==> src/rtl/uart_tx_arb_pkg.sv <==
// Shared types and constants for the round-robin UART transmit arbiter.
package uart_tx_arb_pkg;

  typedef enum logic {
    ARB_IDLE,
    ARB_LOCK
  } arb_state_t;

  typedef enum logic [1:0] {
    SER_IDLE,
    SER_START,
    SER_DATA,
    SER_STOP
  } ser_state_t;

  localparam int FRAME_BITS       = 10;
  localparam int DEFAULT_BAUD_DIV = 868;

endpackage

==> src/rtl/uart_tx_serializer.sv <==
// 8N1 serializer: accepts one byte per frame over valid/ready and shifts it
// out LSB first, with back-to-back acceptance in the final stop-bit cycle.
module uart_tx_serializer
  import uart_tx_arb_pkg::*;
#(
  parameter int BAUD_DIV = DEFAULT_BAUD_DIV
) (
  input  logic       i_clk,
  input  logic       i_rst,
  input  logic       i_valid,
  input  logic [7:0] i_data,
  output logic       o_ready,
  output logic       o_busy,
  output logic       o_UART_Tx
);

  localparam int            BW        = (BAUD_DIV > 1) ? $clog2(BAUD_DIV) : 1;
  localparam logic [BW-1:0] BAUD_LAST = BW'(BAUD_DIV - 1);

  ser_state_t    state_q, state_d;
  logic [BW-1:0] baud_q, baud_d;
  logic [2:0]    bit_q, bit_d;
  logic [7:0]    shreg_q, shreg_d;
  logic          bit_end;
  logic          accept;

  assign bit_end = (baud_q == BAUD_LAST);
  assign o_ready = (state_q == SER_IDLE) || ((state_q == SER_STOP) && bit_end);
  assign accept  = i_valid && o_ready;

  always_comb begin
    state_d = state_q;
    baud_d  = baud_q;
    bit_d   = bit_q;
    shreg_d = shreg_q;
    case (state_q)
      SER_IDLE: ;
      SER_START: begin
        if (bit_end) begin
          state_d = SER_DATA;
          baud_d  = '0;
          bit_d   = '0;
        end else begin
          baud_d = baud_q + 1'b1;
        end
      end
      SER_DATA: begin
        if (bit_end) begin
          baud_d  = '0;
          shreg_d = shreg_q >> 1;
          if (bit_q == 3'd7) state_d = SER_STOP;
          else               bit_d   = bit_q + 1'b1;
        end else begin
          baud_d = baud_q + 1'b1;
        end
      end
      SER_STOP: begin
        if (bit_end) begin
          state_d = SER_IDLE;
          baud_d  = '0;
        end else begin
          baud_d = baud_q + 1'b1;
        end
      end
      default: state_d = SER_IDLE;
    endcase
    // A new byte overrides the stop-bit exit so frames abut with no gap.
    if (accept) begin
      state_d = SER_START;
      baud_d  = '0;
      shreg_d = i_data;
    end
  end

  always_ff @(posedge i_clk) begin
    if (i_rst) begin
      state_q <= SER_IDLE;
      baud_q  <= '0;
      bit_q   <= '0;
    end else begin
      state_q <= state_d;
      baud_q  <= baud_d;
      bit_q   <= bit_d;
    end
  end

  always_ff @(posedge i_clk) begin
    shreg_q <= shreg_d;
  end

  assign o_busy    = (state_q != SER_IDLE);
  assign o_UART_Tx = (state_q == SER_START) ? 1'b0 :
                     (state_q == SER_DATA)  ? shreg_q[0] : 1'b1;

endmodule

==> src/rtl/uart_tx_arbiter.sv <==
// Round-robin, message-granular arbiter sharing one 8N1 UART line among N_REQ
// requesters. Define UART_TX_ARB_TIMEOUT_EN to revoke a lock after TIMEOUT idle cycles.
module uart_tx_arbiter
  import uart_tx_arb_pkg::*;
#(
  parameter int N_REQ    = 2,
  parameter int BAUD_DIV = DEFAULT_BAUD_DIV,
  parameter int TIMEOUT  = 4096
) (
  input  logic               i_clk,
  input  logic               i_rst,
  input  logic [N_REQ-1:0]   i_req_valid,
  input  logic [8*N_REQ-1:0] i_req_data,
  input  logic [N_REQ-1:0]   i_req_last,
  output logic [N_REQ-1:0]   o_req_ready,
  output logic [N_REQ-1:0]   o_grant,
  output logic               o_busy,
  output logic               o_UART_Tx
);

  localparam int PW = $clog2(N_REQ);

  arb_state_t    state_q, state_d;
  logic [PW-1:0] ptr_q, ptr_d;
  logic [PW-1:0] owner_q, owner_d;
  logic [PW-1:0] sel, cur;
  logic          found;
  logic          ser_ready;
  logic          accept;
  logic          cur_last;
  logic [7:0]    cur_data;

  function automatic logic [PW-1:0] wrap_inc(input logic [PW-1:0] k);
    return (int'(k) == N_REQ - 1) ? '0 : k + 1'b1;
  endfunction

  // First valid requester at or after the pointer, wrapping.
  always_comb begin
    int c;
    c     = 0;
    sel   = '0;
    found = 1'b0;
    for (int i = 0; i < N_REQ; i++) begin
      c = int'(ptr_q) + i;
      if (c >= N_REQ) c = c - N_REQ;
      if (!found && i_req_valid[c]) begin
        found = 1'b1;
        sel   = PW'(c);
      end
    end
  end

  assign cur = (state_q == ARB_LOCK) ? owner_q : sel;

  always_comb begin
    o_req_ready = '0;
    if (ser_ready && ((state_q == ARB_LOCK) || found)) o_req_ready[cur] = 1'b1;
  end

  always_comb begin
    o_grant = '0;
    if (state_q == ARB_LOCK) o_grant[owner_q] = 1'b1;
  end

  assign accept   = |(i_req_valid & o_req_ready);
  assign cur_data = i_req_data[8*cur +: 8];
  assign cur_last = i_req_last[cur];

`ifdef UART_TX_ARB_TIMEOUT_EN
  localparam int            TW      = $clog2(TIMEOUT + 1);
  localparam logic [TW-1:0] TO_LAST = TW'(TIMEOUT - 1);

  logic [TW-1:0] to_q, to_d;
  logic          to_hit;

  assign to_hit = (state_q == ARB_LOCK) && !accept && !i_req_valid[owner_q] && (to_q == TO_LAST);

  always_comb begin
    to_d = to_q;
    if ((state_q != ARB_LOCK) || accept) to_d = '0;
    else if (!i_req_valid[owner_q])      to_d = to_q + 1'b1;
  end

  always_ff @(posedge i_clk) begin
    if (i_rst) to_q <= '0;
    else       to_q <= to_d;
  end
`else
  logic to_hit;
  assign to_hit = 1'b0;
`endif

  always_comb begin
    state_d = state_q;
    ptr_d   = ptr_q;
    owner_d = owner_q;
    if (accept) begin
      if (cur_last) begin
        state_d = ARB_IDLE;
        ptr_d   = wrap_inc(cur);
      end else begin
        state_d = ARB_LOCK;
        owner_d = cur;
      end
    end else if (to_hit) begin
      // Abandon the partial message; the frame in flight still completes.
      state_d = ARB_IDLE;
      ptr_d   = wrap_inc(owner_q);
    end
  end

  always_ff @(posedge i_clk) begin
    if (i_rst) begin
      state_q <= ARB_IDLE;
      ptr_q   <= '0;
      owner_q <= '0;
    end else begin
      state_q <= state_d;
      ptr_q   <= ptr_d;
      owner_q <= owner_d;
    end
  end

  uart_tx_serializer #(
    .BAUD_DIV (BAUD_DIV)
  ) u_ser (
    .i_clk     (i_clk),
    .i_rst     (i_rst),
    .i_valid   (accept),
    .i_data    (cur_data),
    .o_ready   (ser_ready),
    .o_busy    (o_busy),
    .o_UART_Tx (o_UART_Tx)
  );

endmodule

==> config.mk <==
export PLATFORM = sky130hd
export DESIGN_NAME = uart_tx_arbiter
export DESIGN_NICKNAME = d
export VERILOG_FILES = /design/src/rtl/uart_tx_arb_pkg.sv /design/src/rtl/uart_tx_serializer.sv /design/src/rtl/uart_tx_arbiter.sv
export SDC_FILE = /design/constraint.sdc
export NUM_CORES = 1
export LEC_CHECK = 0
export ABC_AREA = 0
export CAP_MARGIN = 20
export CORE_UTILIZATION = 52
export DETAILED_ROUTE_END_ITERATION = 10
export HOLD_SLACK_MARGIN = 0.05
export PLACE_DENSITY_LB_ADDON = 0.2
export SLEW_MARGIN = 20
export SYNTH_ARGS = -nofsm -noshare
export SYNTH_HDL_FRONTEND = slang
export SYNTH_HIERARCHICAL = 1
export SYNTH_SLANG_ARGS = --single-unit
==> constraint.sdc <==
create_clock -name i_clk -period 3 [get_ports i_clk]
set_clock_uncertainty 0.15 [all_clocks]
set_input_delay 0.6 -clock i_clk [delete_from_list [all_inputs] [get_ports i_clk]]
set_output_delay 0.6 -clock i_clk [all_outputs]
set_load 0.03 [all_outputs]
==> summary.txt <==
Finish
  • Register area: 601 um^2
  • Commonest non-fill, non-tap cell in the layout: clkdlybuf4s50_1
  • Area grow syn2layout: 22.7%
  • Fillers: roughly 230
  • Multi-input combinational cell area: between 800 and 900 um^2
  • ANT cells: 0
  • Layout Nets: 219
  • Fraction of layout cells with a size suffix above 1: 18.6%
  • Most frequent cells in the layout: 25 x clkdlybuf4s50_1, 18 x dfxtp_1, 14 x mux2_2

Floorplanning
  • CORE AREA: 2780 um^2
  • Die area: 3190 um^2
  • Die width: 56.4 um
  • Die H: 56.4 um
  • # IOs: 28
  • Site Rows: 19
  • Initial cell density of the core: 55.4%

Critical path
  • WP data arrival: 2.06 ns
  • R2R Setup Slk: 0.23 ns
  • Worst Setup End Kind: output pin
  • Critical path class: reg2out
  • Most used cell, CP: nand2_1
  • Max incr delay on CP: roughly 0.42 ns
  • Critical path peak fanout: 5
  • CP Data Required Time: approximately 2.3 ns
  • Startpoint Class: flop
  • CP max-delay cell: dfxtp_1
  • Worst path cell trace: ha_1 > nand4b_1 > nor3_2 > nand2_1 > nand2_1 > o31ai_1 > nor2b_1 > buf_4

Logic synthesis
  • Post-synthesis cell count: 156
  • Ys async rst share: 0%
  • Post-synth top area share: 23.4%
  • Post-Synthesis Cell Area: 1540 um^2
  • Syn_area_per_cell: about 9.9 um^2
  • Yosys warnings: 6
  • Synthesized flop and latch total: 26
  • Syn Nets: around 190
  • Post-synth EDFFs: 8
  • Number of distinct library cells after synthesis: roughly 50
  • Area contributors post-synth: dfxtp_1 23%, edfxtp_1 16%, mux2_2 10%
  • Main synth FF type: dfxtp_1
  • Area leader, netlist: dfxtp_1
  • Seq/Total Area, Yosys: 39.0%

Placed design
  • GPL Wtd Cong: 0.847
  • DPL Wire Length: 2.42 mm
  • # port buffers: 27

Global route
  • Remaining global-route overflow: 0
  • Initial antenna violation count: 0
  • Largest net degree at the start of global routing: 17
  • First-pass GRT wire length: 5.38 mm
  • GRT Total Usage: 21.1%
  • Vias in the first global route: 1,240

Clock network
  • Clk buf depth: 2
  • CTS Buf Count: 3
  • # clock sinks: 26
  • Post-CTS Setup Bufs: 0
  • Reg clk slew, reported paths: 0.14 ns
  • CTS tree: built
  • Root Driver: clkbuf_4
  • Htree depth: 1
  • Clock latency on the worst-skew pair: a little over 0.3 ns

Timing
  • Post-route setup TNS: 0 ns
  • Tcrit/Tclk final: 93.6%
  • Slew Limit Headroom: 62.0%
  • RSZ-0062 raised after global routing: false
  • Setup Viol. Count Final: 0
  • Worst-Margin Slew: 0.568 ns
  • Achievable Freq: about 0.36 GHz
  • Tmin final: approximately 2.8 ns
  • Pins Over Slew Limit: 0
  • Fin. Hold Viols: 0

Status
  • Status: finished, final reports clean

Power and ir drop
  • Switching Power: 592 uW
  • Internal power: 903 uW
  • Leak: 0.000704 uW
  • Clock share of power: about a tenth
  • Reg power frac: 36.1%
  • Gate power share: approximately 54%
  • Net Sw Frac: 39.6%
  • Pwr dens: 790 nW/um^2
  • VDD IR-drop max: 0.000641 V
  • Design Power: 1490 uW

Routing
  • Routed len/inst: 14.3 um
  • Via count: 1,245
  • Remaining DRCs: 0
  • Antenna Violating Nets Remaining: 0
  • Routed Wire Length: roughly 3.1 mm
  • Vias per cell: 5.68
  • Pre-Repair DR Iteration Count: 4
  • 1st-iter DRT viols: 45

Hold path
  • Hold Path Class: reg2reg

Run
  • Max Cap Violations: 0
[repair_timing]
item | CTS | global route
hold buffers | 0 | 0
endpoints found under the setup margin | 8 | 0
gates resized for setup | 1 | 0
endpoints found under the hold margin | 0 | 0
[metal layers]
| layer | track usage, % | up-vias | wire, um |
|---|---|---|---|
| li1 | - | 635 | - |
| met1 | 25.3 | 580 | 1420 |
| met2 | 38.0 | 28 | 1530 |
| met3 | 4.15 | 2 | 147 |
| met4 | 5.92 | 0 | 15 |
| met5 | 0 | - | 0 |
[Yosys cell counts, drive strengths merged, types with 4 or more instances]
| cell type | instances |
|---|---|
| dfxtp | 18 |
| mux2 | 15 |
| nor2 | 13 |
| nand2 | 10 |
| inv | 9 |
| a21oi | 8 |
| edfxtp | 8 |
| ha | 8 |
| o21ai | 6 |
| nand3 | 5 |
| nor3 | 5 |
| xor2 | 5 |
| xnor2 | 4 |
[critical path: cells and delay by family (launching register included)]
family | cells | cell delay (ns)
flip-flops | 1 | 0.42
AND/OR/NAND/NOR | 5 | 0.80
AO/OA/AOI/OAI | 1 | 0.10
buffers and inverters | 1 | 0.16
adder cells (fa/ha/maj) | 1 | 0.26
[cells by family (layout without fill, tap and decap cells)]
kind of cell    Yosys count  after routing  synth area share [%]
compound gates           28             28                  14.0
buf+inv                  13             45                  3.73
xor+xnor                  9              9                  5.11
simple gates             56             56                  19.8
fa+ha+maj                 8              8                  6.49
flops                    26             26                  39.0
mux                      16             16                  11.9
[path summary, 6_finish.rpt]
kind,start,endpoint,cells after the start
min reg2reg,u_ser/bit_q[2]$_SDFFE_PP0P_,u_ser/bit_q[2]$_SDFFE_PP0P_,2
max reg2reg,u_ser/baud_q[0]$_SDFFE_PP0P_,u_ser/shreg_q[5]$_DFFE_PP_,11
min,u_ser/bit_q[2]$_SDFFE_PP0P_,u_ser/bit_q[2]$_SDFFE_PP0P_,2
max,u_ser/baud_q[0]$_SDFFE_PP0P_,o_req_ready[1],8
[flip-flops by register name, indices dropped and copies added (netlist names)]
name / cells
u_ser/shreg_q: 8
u_ser/baud_q: 10
owner_q: 1
u_ser/bit_q: 3
state_q: 1
ptr_q: 1
u_ser/state_q: 2
[per-stage QoR]
stage	instance area (um^2)	worst slack, ns	hold slack (ns)	cells	utilization (%)
final	1890	0.193	0.347	219	68.0
after global routing	1890	0.0474	0.388	219	68.0
after CTS	1890	0.198	0.344	219	68.0
after detailed placement	1860	-0.198	0.325	215	66.8
after global placement	1860	0.00669	0.310	215	66.8
after floorplan	1540	0.119	0.297	156	-
[power groups by stage]
stage / clock network (uW) / registers, uW / logic (uW)
3_3_place_gp: 0 / 545 / 767
6_report: 144 / 540 / 810
4_1_cts: 152 / 540 / 812
5_1_grt: 164 / 553 / 876
3_5_place_dp: 0 / 549 / 801
2_1_floorplan: 0 / 532 / 566
[cell type report]
cell class | count | area share [%]
Inverter | 9 | 1.79
Clock inverter | 1 | 0.198
Clock buffer | 3 | 1.19
Tap cell | 31 | 2.05
Sequential cell | 26 | 31.7
Multi-Input combinational cell | 117 | 47.0
Timing Repair Buffer | 32 | 16.0
Note: power is estimated with default switching activity, not from simulation.
==> patch, RTL diff (same flow settings) <==
Re-encode `ser_state_t` (4 states) as one-hot, 4 bits wide.
--- a/src/rtl/uart_tx_arb_pkg.sv
+++ b/src/rtl/uart_tx_arb_pkg.sv
@@ -6,11 +6,11 @@
     ARB_LOCK
   } arb_state_t;
 
-  typedef enum logic [1:0] {
-    SER_IDLE,
-    SER_START,
-    SER_DATA,
-    SER_STOP
+  typedef enum logic [3:0] {
+    SER_IDLE  = 4'b0001,
+    SER_START = 4'b0010,
+    SER_DATA  = 4'b0100,
+    SER_STOP  = 4'b1000
   } ser_state_t;
 
   localparam int FRAME_BITS       = 10;
Behaviour: same outputs for any inputs over 10 cycles, from zero or initial values and one cycle with i_rst high; not proved beyond that.
==> patch against the original RTL <==
Routed wire length increased by 16%. Area after synthesis increased by 9.2%. Highest routed layer unchanged. Clock power increased by 72%. Total power increased by 5.4%. Count of clock-buffer cells in the layout unchanged. Sequential cell count increased by 2. Critical endpoint unchanged. Worst setup slack improved by 0.0083 ns. Final area increased by 7.3%.
==> patch: results (changes against the original RTL) <==
Filler Cells Inserted: 255 (was 229)
Xor/xnor cell area share of the yosys netlist: 1.04% (was 5.11%)
Compound-gate portion of the synthesized area: 20.3% (was 14.0%)
Reg clk slew, reported paths: 0.15 ns
Cell leakage power: 0.753 nW (was 0.704 nW)
Share of flip-flops with an asynchronous set or reset: 0% (unchanged)
Most area-consuming cells after synthesis: dfxtp_1, edfxtp_1, mux2_4 (was dfxtp_1, edfxtp_1, mux2_2)
Clock tree root buffer cell: clkbuf_4 (unchanged)
Leading registers by flop count: u_ser/baud_q: 10 flops, u_ser/shreg_q: 8 flops, u_ser/state_q: 4 flops (was u_ser/baud_q: 10 flops, u_ser/shreg_q: 8 flops, u_ser/bit_q: 3 flops)
GRT Util Overall: 22.0% (was 21.1%)
Clk Latency, worst-skew pair: 0.33 ns (was 0.31 ns)
Cells after DPL: 234 (was 215)
Fraction of layout cells with a size suffix above 1: 18.6% (about the same)
Sequential area share after synthesis: 38.1% (was 39.0%)
Antenna diode instance count: 0 (unchanged)
Fin nets: 220 (was 219)
Peak per-stage delay on the critical path: 0.39 ns (was 0.42 ns)
Post-synth net total: 192 (was 186)
Leading post-synthesis cells by instance count: dfxtp_1, a21oi_1, nor2_1 (was dfxtp_1, mux2_2, nor2_1)
DP Wirelength: 2690 um (was 2420 um)
Synthesized area per cell: 10.1 um^2 (was 9.88 um^2)
Arithmetic-cell share of the synthesized area counting full adders, half adders and majority gates: 2.23% (was 6.49%)
Placed standard-cell area: 1970 um^2 (was 1860 um^2)
Via count of the routed design: 1403 (was 1245)
Portion of netlist area occupied by mux cells: 12.9% (was 11.9%)
Maximum resistive drop on vdd: 0.000346 V (was 0.000641 V)
Vias per std cell: 5.89 (was 5.68)
Placer congestion estimate: 0.785 (was 0.847)
Average detailed-routed wire length per instance: 15.2 um (was 14.3 um)
Via count of the first global-routing pass: 1287 (was 1240)
Outcome: finished clean (unchanged)
Number of unique standard cell types used by synthesis: 54 (was 49)
Worst-case setup slack after placement: 0.286 ns (was -0.198 ns)
Detailed Route Iter0 Violations: 74 (was 45)
Transition at the pin with the smallest max-transition slack: 0.567 ns (was 0.568 ns)
Number of warning messages in the yosys log: 6 (unchanged)
Global-route wire length before repair: 5810 um (was 5380 um)
-- patch: cell count changes after synthesis, sizes merged, moves of 3 or more --
| cell | delta |
|---|---|
| a21oi | +5 |
| or3 | +4 |
| nor2 | -3 |
| ha | -5 |
| buf | +3 |
| o21ai | +3 |
| xor2 | -3 |
| and3 | +3 |
| xnor2 | -4 |
-- patch: timing repair --
item | in CTS | in global routing
setup endpoints to repair | 0 | 10
setup buffers | 0 | 0
gates resized for setup | 0 | 1
-- patch: layout make-up --
type	instances	share of cell area [%]
multi-input cells	126	48.1
clock inverters	1	1.48
flip-flops and latches	28	31.5
inverters	7	1.29
repair buffers	29	13.8
clock buffers	3	1.11
well taps	44	2.71
-- patch: logic make-up (layout without fill, tap and decap cells) --
| group | Yosys count | after routing |
|---|---|---|
| xor gates and xnor gates | 2 | 2 |
| buffers and inverters | 13 | 40 |
| adders and majority gates | 3 | 3 |
| and+or+nand+nor | 60 | 60 |
| AOI/OAI and AO/OA | 44 | 44 |
| muxes | 17 | 17 |
| DFF | 28 | 28 |
-- patch: final timing paths --
path	startpoint	slack, ns	endpoint	cells after the start
max	u_ser/baud_q[0]	0.20	o_req_ready[1]	7
min	u_ser/baud_q[0]	0.36	u_ser/baud_q[0]	2
max reg2reg	u_ser/baud_q[0]	0.29	u_ser/shreg_q[7]	10
min reg2reg	u_ser/baud_q[0]	0.36	u_ser/baud_q[0]	2
-- patch: through the flow --
stage          util [%]  total power [mW]
2_1_floorplan         -              1.14
3_3_place_gp       64.6              1.30
3_5_place_dp       64.6              1.33
4_1_cts            66.4              1.57
5_1_grt            66.5              1.66
6_report           66.5              1.58
-- patch: power by group --
group	total (mW)	switching, mW	leakage, nW	internal (mW)
registers	0.586	0.0664	0.238	0.520
clock network	0.248	0.112	0.0279	0.135
logic	0.742	0.386	0.487	0.356
-- patch: worst max-delay path, delay by kind of cell (launching register included) --
family / cells / cell delay, ns
compound gates: 2 / 0.33
flops: 1 / 0.39
simple gates: 3 / 0.65
fa+ha+maj: 1 / 0.18
buf+inv: 1 / 0.16
-- patch: metal layers --
layer | global-route usage (%) | vias to the layer above | part of all wire (%)
li1 | - | 684 | -
met1 | 28.0 | 662 | 45
met2 | 37.8 | 50 | 48
met3 | 3.08 | 7 | 6.2
met4 | 8.16 | 0 | 1.6
met5 | 0 | - | 0
